**src/rtl/serial_rx_fifo.sv**
```systemverilog
// rtl/serial_rx_fifo.sv - byte FIFO behind the serial receiver with occupancy and overflow flag
// Optional: define RX_FIFO_DROP_CNT_EN to add the saturating DROP_CNT_O drop counter.
module serial_rx_fifo #(
  parameter int ADDR_W = 4,
  parameter int DATA_W = 8
) (
  input  logic              CLK_100_I,
  input  logic              RST_I,
  input  logic [DATA_W-1:0] WR_BYTE_I,
  input  logic              WR_EN_I,
  input  logic              RD_EN_I,
  output logic [DATA_W-1:0] RD_BYTE_O,
  output logic              RD_VALID_O,
  output logic              EMPTY_O,
  output logic              FULL_O,
  output logic [ADDR_W:0]   COUNT_O,
  output logic              OVERFLOW_O,
`ifdef RX_FIFO_DROP_CNT_EN
  output logic [7:0]        DROP_CNT_O,
`endif
  input  logic              CLR_OVF_I
);

  localparam int              DEPTH   = 2 ** ADDR_W;
  localparam logic [ADDR_W:0] C_DEPTH = {1'b1, {ADDR_W{1'b0}}};

  logic [DATA_W-1:0] r_mem [DEPTH];
  logic [ADDR_W-1:0] r_wptr;
  logic [ADDR_W-1:0] r_rptr;
  logic [ADDR_W:0]   r_count;
  logic [DATA_W-1:0] r_rd_byte;
  logic              r_rd_valid;
  logic              r_ovf;

  logic w_empty;
  logic w_full;
  logic w_do_rd;
  logic w_do_wr;
  logic w_drop;

  assign w_empty = (r_count == '0);
  assign w_full  = (r_count == C_DEPTH);
  assign w_do_rd = RD_EN_I && !w_empty;
  // A pop in the same cycle frees the slot the write lands in, so a full FIFO still accepts it.
  assign w_do_wr = WR_EN_I && (!w_full || w_do_rd);
  assign w_drop  = WR_EN_I && !w_do_wr;

  always_ff @(posedge CLK_100_I) begin
    if (w_do_wr) begin
      r_mem[r_wptr] <= WR_BYTE_I;
    end
  end

  always_ff @(posedge CLK_100_I) begin
    if (RST_I) begin
      r_wptr     <= '0;
      r_rptr     <= '0;
      r_count    <= '0;
      r_rd_byte  <= '0;
      r_rd_valid <= 1'b0;
      r_ovf      <= 1'b0;
    end else begin
      r_rd_valid <= w_do_rd;
      if (w_do_rd) begin
        r_rd_byte <= r_mem[r_rptr];
        r_rptr    <= r_rptr + ADDR_W'(1);
      end
      if (w_do_wr) begin
        r_wptr <= r_wptr + ADDR_W'(1);
      end
      if (w_do_wr && !w_do_rd) begin
        r_count <= r_count + (ADDR_W + 1)'(1);
      end else if (w_do_rd && !w_do_wr) begin
        r_count <= r_count - (ADDR_W + 1)'(1);
      end
      if (w_drop) begin
        r_ovf <= 1'b1;
      end else if (CLR_OVF_I) begin
        r_ovf <= 1'b0;
      end
    end
  end

`ifdef RX_FIFO_DROP_CNT_EN
  logic [7:0] r_drop_cnt;

  always_ff @(posedge CLK_100_I) begin
    if (RST_I) begin
      r_drop_cnt <= '0;
    end else if (CLR_OVF_I) begin
      r_drop_cnt <= w_drop ? 8'd1 : 8'd0;
    end else if (w_drop && (r_drop_cnt != 8'hFF)) begin
      r_drop_cnt <= r_drop_cnt + 8'd1;
    end
  end

  assign DROP_CNT_O = r_drop_cnt;
`endif

  assign RD_BYTE_O  = r_rd_byte;
  assign RD_VALID_O = r_rd_valid;
  assign EMPTY_O    = w_empty;
  assign FULL_O     = w_full;
  assign COUNT_O    = r_count;
  assign OVERFLOW_O = r_ovf;

endmodule

```
**config.mk**
```make
export PLATFORM = sky130hd
export DESIGN_NAME = serial_rx_fifo
export DESIGN_NICKNAME = d
export VERILOG_FILES = /design/src/rtl/serial_rx_fifo.sv
export SDC_FILE = /design/constraint.sdc
export NUM_CORES = 1
export LEC_CHECK = 0
export CAP_MARGIN = 15
export CORE_MARGIN = 10
export CORE_UTILIZATION = 40
export CTS_BUF_LIST = sky130_fd_sc_hd__clkbuf_4 sky130_fd_sc_hd__clkbuf_8 sky130_fd_sc_hd__clkbuf_16
export DETAILED_ROUTE_END_ITERATION = 8
export PLACE_DENSITY_LB_ADDON = 0.08
export SKIP_LAST_GASP = 1
export SLEW_MARGIN = 25
export SYNTH_ARGS = -nofsm -noshare
export SYNTH_HDL_FRONTEND = slang
export SYNTH_SLANG_ARGS = --single-unit
```
**constraint.sdc**
```tcl
create_clock -name CLK_100_I -period 4.6 [get_ports CLK_100_I]
set_clock_uncertainty 0.05 [all_clocks]
set_input_delay 0.69 -clock CLK_100_I [delete_from_list [all_inputs] [get_ports CLK_100_I]]
set_output_delay 0.69 -clock CLK_100_I [all_outputs]
set_load 0.005 [all_outputs]
```
==> flow_summary_export.csv <==
group,metric,value,unit
power_and_ir_drop,p_sw,0.942,mW
cts,clkTransAtPathRegs,60,ps
placed_design,hpwl,8.59,mm
floorplanning,start_util,0.404,
setup_path,cp.arrival,3740,ps
detailed_routing,drt_iter0_markers,185,
yosys,syn-cell-area,0.00610,sq mm
global_route,grt_pass1_vias,3259,
sta,finalCriticalPeriod,3480,ps
power_and_ir_drop,p_per_area,513,mW/mm^2
detailed_routing,routed_via_density,5.25,
placed_design,place_area,0.00654,sq mm
sta,setup_viol,0,
power_and_ir_drop,intPower,2.72,mW
sta,finalHoldViolCount,0,
yosys,synth_nets,419,
worst_hold_path,hold_depth,2,
detailed_routing,ant_nets,0,
setup_path,path_delay_family,"simple AND/OR/NAND/NOR gates",
yosys,synth_cell_type_count,35,
setup_path,cp_max_fo,19,
power_and_ir_drop,ir_drop,0.268,mV
power_and_ir_drop,p_comb_frac,0.173,
yosys,syn_area_per_cell,15.4,sq um
cts,cts_sinks,151,
cts,cts_max_path_buffers,2,
sta,fmax,288,MHz
cells_and_area,nets,448,
setup_path,slowest_stage,"or4_1",
yosys,synthArstFlopShare,0,
floorplanning,fp.dieW,144,um
yosys,synth-seq-cells,151,
sta,tns,0,ps
cells_and_area,final_util,0.473,
cts,cts_hold_buf,0,
global_route,grt_overflow_total,0,
power_and_ir_drop,total_power,3.66,mW
global_route,groute.usage.overall,0.134,
cts,cts_tree,"yes",
sta,tightest_slew,884,ps
cts,cts_root_buffer,"clkbuf_16",
yosys,synth_warnings,0,
worst_hold_path,min_path_type,"reg2reg",
setup_path,worst-path-stages,11,
detailed_routing,drt_wl_total,13.0,mm
cells_and_area,n_antenna_cell,0,
sta,drv_slew,0,
yosys,ys.flop_type,"edfxtp_1",
global_route,grt_pass1_wl,19.9,mm
cells_and_area,layout_commonest_cell,"edfxtp_1",
power_and_ir_drop,clkPwrFrac,0.376,
cells_and_area,syn_to_final_growth,16.9,%
flow_run,drv_cap,0,
floorplanning,io_pins,30,
global_route,antenna_found_initial,0,
detailed_routing,vias,3289,
power_and_ir_drop,netSwitchingFraction,0.257,
setup_path,crit_chain,"or4_1, o21a_1, buf_4, inv_1, ha_1, inv_1, fa_1, a21o_1, a21oi_1, mux2i_1, mux2_2",
cts,cts_buffers,17,
detailed_routing,wire_per_inst,20.7,um
sta,rsz0062_at_grt,"no",
yosys,synth_cells,396,
setup_path,start_kind,"register",
sta,post-route-period-util,0.756,
yosys,synth_edf_count,128,
detailed_routing,first_pass_iters,4,
global_route,grt_max_degree,46,
floorplanning,core,0.0151,sq mm
placed_design,numPortBuffers,29,
setup_path,cpMostUsedCell,"inv_1",
setup_path,critPathBufInv,3,
setup_path,end_kind,"register",
setup_path,critPathMaxStageDelay,710,ps
cells_and_area,drive_gt1_frac,0.116,
cts,clk-insertion-delay-late,420,ps
detailed_routing,route.detailed.drc,0,
sta,relSlewSlack,0.408,
floorplanning,rows,45,
cells_and_area,nFillCells,1320,
cts,htreeDepth,4,
power_and_ir_drop,seq_power_share,0.451,
cells_and_area,stdcell_area,0.00713,sq mm
status,outcome,"finished, final reports clean",
yosys,yosysSeqAreaShare,0.705,
setup_path,critical_path_class,"reg2reg",
cts,post_cts_buffers,0,
floorplanning,die_h,144,um
cts,post_cts_resized,0,
setup_path,reg2regPathDepth,11,
cells_and_area,layout_common_cells,"128 x edfxtp_1, 67 x mux2i_1, 40 x nor2_1",
placed_design,gp_congestion,0.791,
power_and_ir_drop,leakagePower,2.26,nW
floorplanning,dieArea,0.0206,sq mm
setup_path,worstPathRequired,4860,ps
state kept, by name (all words and copies together), names as in the netlist:
register and flops:
r_wptr 4, COUNT_O 5, RD_VALID_O 1, OVERFLOW_O 1, RD_BYTE_O 8, r_rptr 4, r_mem 128
power by group through the flow:
| stage | registers, mW | logic, mW | clock network, mW |
|---|---|---|---|
| 3_5_place_dp | 1.68 | 0.640 | 0 |
| 6_report | 1.65 | 0.634 | 1.38 |
| 2_1_floorplan | 1.64 | 0.426 | 0 |
| 3_3_place_gp | 1.68 | 0.633 | 0 |
| 5_1_grt | 1.66 | 0.698 | 1.47 |
| 4_1_cts | 1.65 | 0.642 | 1.40 |
cells by family (layout without fill, tap and decap cells):
group / Yosys count / count (layout) / synth area share
flops: 151 / 151 / 0.705
simple gates: 74 / 74 / 0.0582
mux: 68 / 68 / 0.112
compound gates: 54 / 54 / 0.0652
buf+inv: 30 / 72 / 0.0246
fa+ha+maj: 10 / 10 / 0.0217
xor+xnor: 9 / 9 / 0.0129
per-stage QoR:
step	hold WS [ps]	worst slack (ps)	std cells
final	497	1120	626
after global routing	510	899	626
after CTS	499	1120	626
after detailed placement	489	1070	594
after global placement	460	1120	594
after floorplan	450	1500	396
final cells by class:
type / count / area (sq um) / area share
Inverter: 5 / 18.8 / 0.00263
Timing Repair Buffer: 35 / 330 / 0.0463
Clock inverter: 9 / 97.6 / 0.0137
Tap cell: 188 / 235 / 0.0330
Clock buffer: 23 / 495 / 0.0695
Multi-Input combinational cell: 215 / 1650 / 0.231
Sequential cell: 151 / 4310 / 0.604
synth_stat cells (6+ instances only):
library cell | number | area (sq um)
nor2_1 | 40 | 150
edfxtp_1 | 128 | 3840
ha_1 | 9 | 113
mux2i_1 | 67 | 671
xor2_1 | 6 | 52.6
a211oi_2 | 8 | 100
clkbuf_1 | 10 | 37.5
o22ai_1 | 32 | 200
nor4_1 | 8 | 50.1
buf_2 | 9 | 45.0
dfxtp_1 | 23 | 460
nand2_1 | 6 | 22.5
path summary, 6_finish.rpt:
kind                     start            to  slack, ps
setup reg to reg    COUNT_O[0]    COUNT_O[4]       1120
hold / removal    RD_BYTE_O[1]  RD_BYTE_O[1]        500
setup / recovery    COUNT_O[0]    COUNT_O[4]       1120
hold reg to reg   RD_BYTE_O[1]  RD_BYTE_O[1]        500
per-layer routing:
metal,track usage,up-vias,part of all wire
li1,-,1575,-
met1,0.177,1649,0.48
met2,0.208,56,0.47
met3,0.0366,9,0.040
met4,0.0451,0,0.010
met5,0,-,0
worst min-delay path, cell delays in order (launching register included):
cell and delay, ps:
dfxtp_1 310, nor2_1 130, a211oi_2 50
No activity file was read; power rests on OpenSTA's default activity.
==> RTL edit: new RTL, config.mk and constraints unchanged <==
Change the parameter `ADDR_W` from 4 to 3.
--- a/src/rtl/serial_rx_fifo.sv
+++ b/src/rtl/serial_rx_fifo.sv
@@ -1,7 +1,7 @@
 // rtl/serial_rx_fifo.sv - byte FIFO behind the serial receiver with occupancy and overflow flag
 // Optional: define RX_FIFO_DROP_CNT_EN to add the saturating DROP_CNT_O drop counter.
 module serial_rx_fifo #(
-  parameter int ADDR_W = 4,
+  parameter int ADDR_W = 3,
   parameter int DATA_W = 8
 ) (
   input  logic              CLK_100_I,
Ports: changed (resized COUNT_O); port bits go from 30 to 29. No check against the original RTL was run, so the function may have changed too.
==> RTL edit against the unedited design <==
- area after synthesis fell by 45%
- final area decreased by 45%
- first-iteration DRC count shrank 61%
- utilization is 0.76 points higher
- register-to-register slack improved by 470 ps
- sequential cell count shrank 67
- wire length decreased by 49%
- sequential share of layout area shrank 1.3 points
- total power down 44%
- cell count fell by 46%
- via count decreased by 47%
- setup slack improved by 450 ps
- synthesized cell count down 50%
- largest cell class unchanged
- largest power group unchanged
==> RTL edit: results (changes against the unedited design) <==
run_status:
  status: "complete, no violations"
synthesis:
  synthTopCellsByArea: "edfxtp_1, dfxtp_1, mux4_2"
  synth_edf_count: 64  # -50%
  synth_compound_area_frac: 0.0375  # -0.0277
  synth_common_cells: "edfxtp_1, nor2_1, dfxtp_1"
  synth.avg_cell_area_um2: 16.8  # +9.4%
  syn_nets: 217  # -48%
  yosysSeqAreaShare: 0.696  # -0.00932
  synthXorXnorAreaFrac: 0.0180  # +0.00508
  synthMuxAreaShare: 0.114  # +0.00263
  synthAdderAreaFrac: 0.0248  # +0.00302
clock_tree:
  clk_path_buf_depth: 2  # unchanged
  cts_buffers: 9  # -8
  cts_root_buffer: "clkbuf_8"
  insertion_delay_ps: 350  # -70 ps
  h-tree-depth: 3  # -1
  clk_pin_slew_worst_paths_ps: 80  # +20 ps
worst_setup_path:
  crit_fanout: 14  # -5
  slowest_stage: "clkdlybuf4s50_1"
  slowest_delay_ps: 580  # -130 ps
  critPathTopFamily: "buffers and inverters"
finish:
  largest_register_ffs: 64  # -50%
  drive_gt1_frac: 0.230  # +0.113
  nets: 249  # -44%
  stdcell_count: 340  # -46%
timing:
  worstMarginPinSlew_ps: 1010  # +125 ps
placed_design:
  dp_cells: 324  # -45%
  place.gp.congestion: 0.790  # -0.10%
  preCtsSetupSlack_ps: 1220  # +151 ps
  hpwl_um: 4350  # -49%
  port_buffers: 28  # -3.4%
global_route:
  grt_pass1_wl_um: 10500  # -47%
  first_global_vias: 1898  # -42%
  gr-usage-all-layers: 0.110  # -0.0244
  grt_max_degree: 22  # -52%
drt:
  ant_nets: 0  # unchanged
  wl_um: 6650  # -49%
  vias_per_cell: 5.16  # -1.8%
  drt_iter0_markers: 72  # -61%
pwr:
  power.switching_uw: 591  # -37%
  ir_drop_mv: 0.176  # -34%
  p_leak_nw: 1.28  # -44%
RTL edit: cell count changes after synthesis, moves of 6 or more:
cell and change:
mux2i_1 -66, edfxtp_1 -64, o22ai_1 -24, mux4_2 +16
nor2_1 -16, clkbuf_1 -9, a211oi_2 -8, nor3_2 +8
nor4_1 -6
RTL edit: metal layers:
metal | GRT usage | vias up | share of wire | wire length [µm]
li1 | - | 828 | - | -
met3 | 0.0254 | 9 | 0.038 | 250
met5 | 0 | - | 0 | 0
met2 | 0.171 | 33 | 0.49 | 3240
met4 | 0.0531 | 0 | 0.016 | 107
met1 | 0.140 | 885 | 0.46 | 3040
RTL edit: final timing paths:
check	to	cells after the start	slack, ps	start
min	RD_BYTE_O[1]	2	460	RD_BYTE_O[1]
min reg2reg	RD_BYTE_O[1]	2	460	RD_BYTE_O[1]
max	COUNT_O[3]	10	1570	RD_EN_I
max reg2reg	COUNT_O[3]	10	1590	COUNT_O[0]
RTL edit: cells by family (layout without fill, tap and decap cells):
| family | count (synthesis) | count (layout) |
|---|---|---|
| multiplexers | 18 | 18 |
| AO/OA/AOI/OAI | 18 | 18 |
| XOR/XNOR | 6 | 6 |
| buffers and inverters | 13 | 50 |
| adder cells (fa/ha/maj) | 6 | 6 |
| flip-flops | 84 | 84 |
| AND/OR/NAND/NOR | 53 | 53 |
RTL edit: area by class of cell:
| type | instances | area, µm² |
|---|---|---|
| clock inverters | 7 | 75.1 |
| inverters | 4 | 17.5 |
| flip-flops and latches | 84 | 2320 |
| clock buffers | 9 | 124 |
| fillers | 707 | 4250 |
| well taps | 105 | 131 |
| multi-input cells | 101 | 961 |
| repair buffers | 30 | 295 |
RTL edit: power groups by stage:
stage | combinational, mW | clock, mW | sequential [mW]
3_5_place_dp | 0.567 | 0 | 0.978
2_1_floorplan | 0.386 | 0 | 0.957
5_1_grt | 0.616 | 0.574 | 0.974
6_report | 0.554 | 0.526 | 0.961
4_1_cts | 0.568 | 0.540 | 0.962
3_3_place_gp | 0.557 | 0 | 0.975
RTL edit: worst min-delay path, cell delays in order (launching register included):
cell and delay, ps:
dfxtp_1 330, nor2_1 50, nor3_2 80
RTL edit: stage by stage:
step | hold slack (ps) | cell area (µm²)
global route | 501 | 3930
finish | 456 | 3930
global placement | 434 | 3720
floorplan | 442 | 3340
CTS | 470 | 3930
detailed placement | 451 | 3730
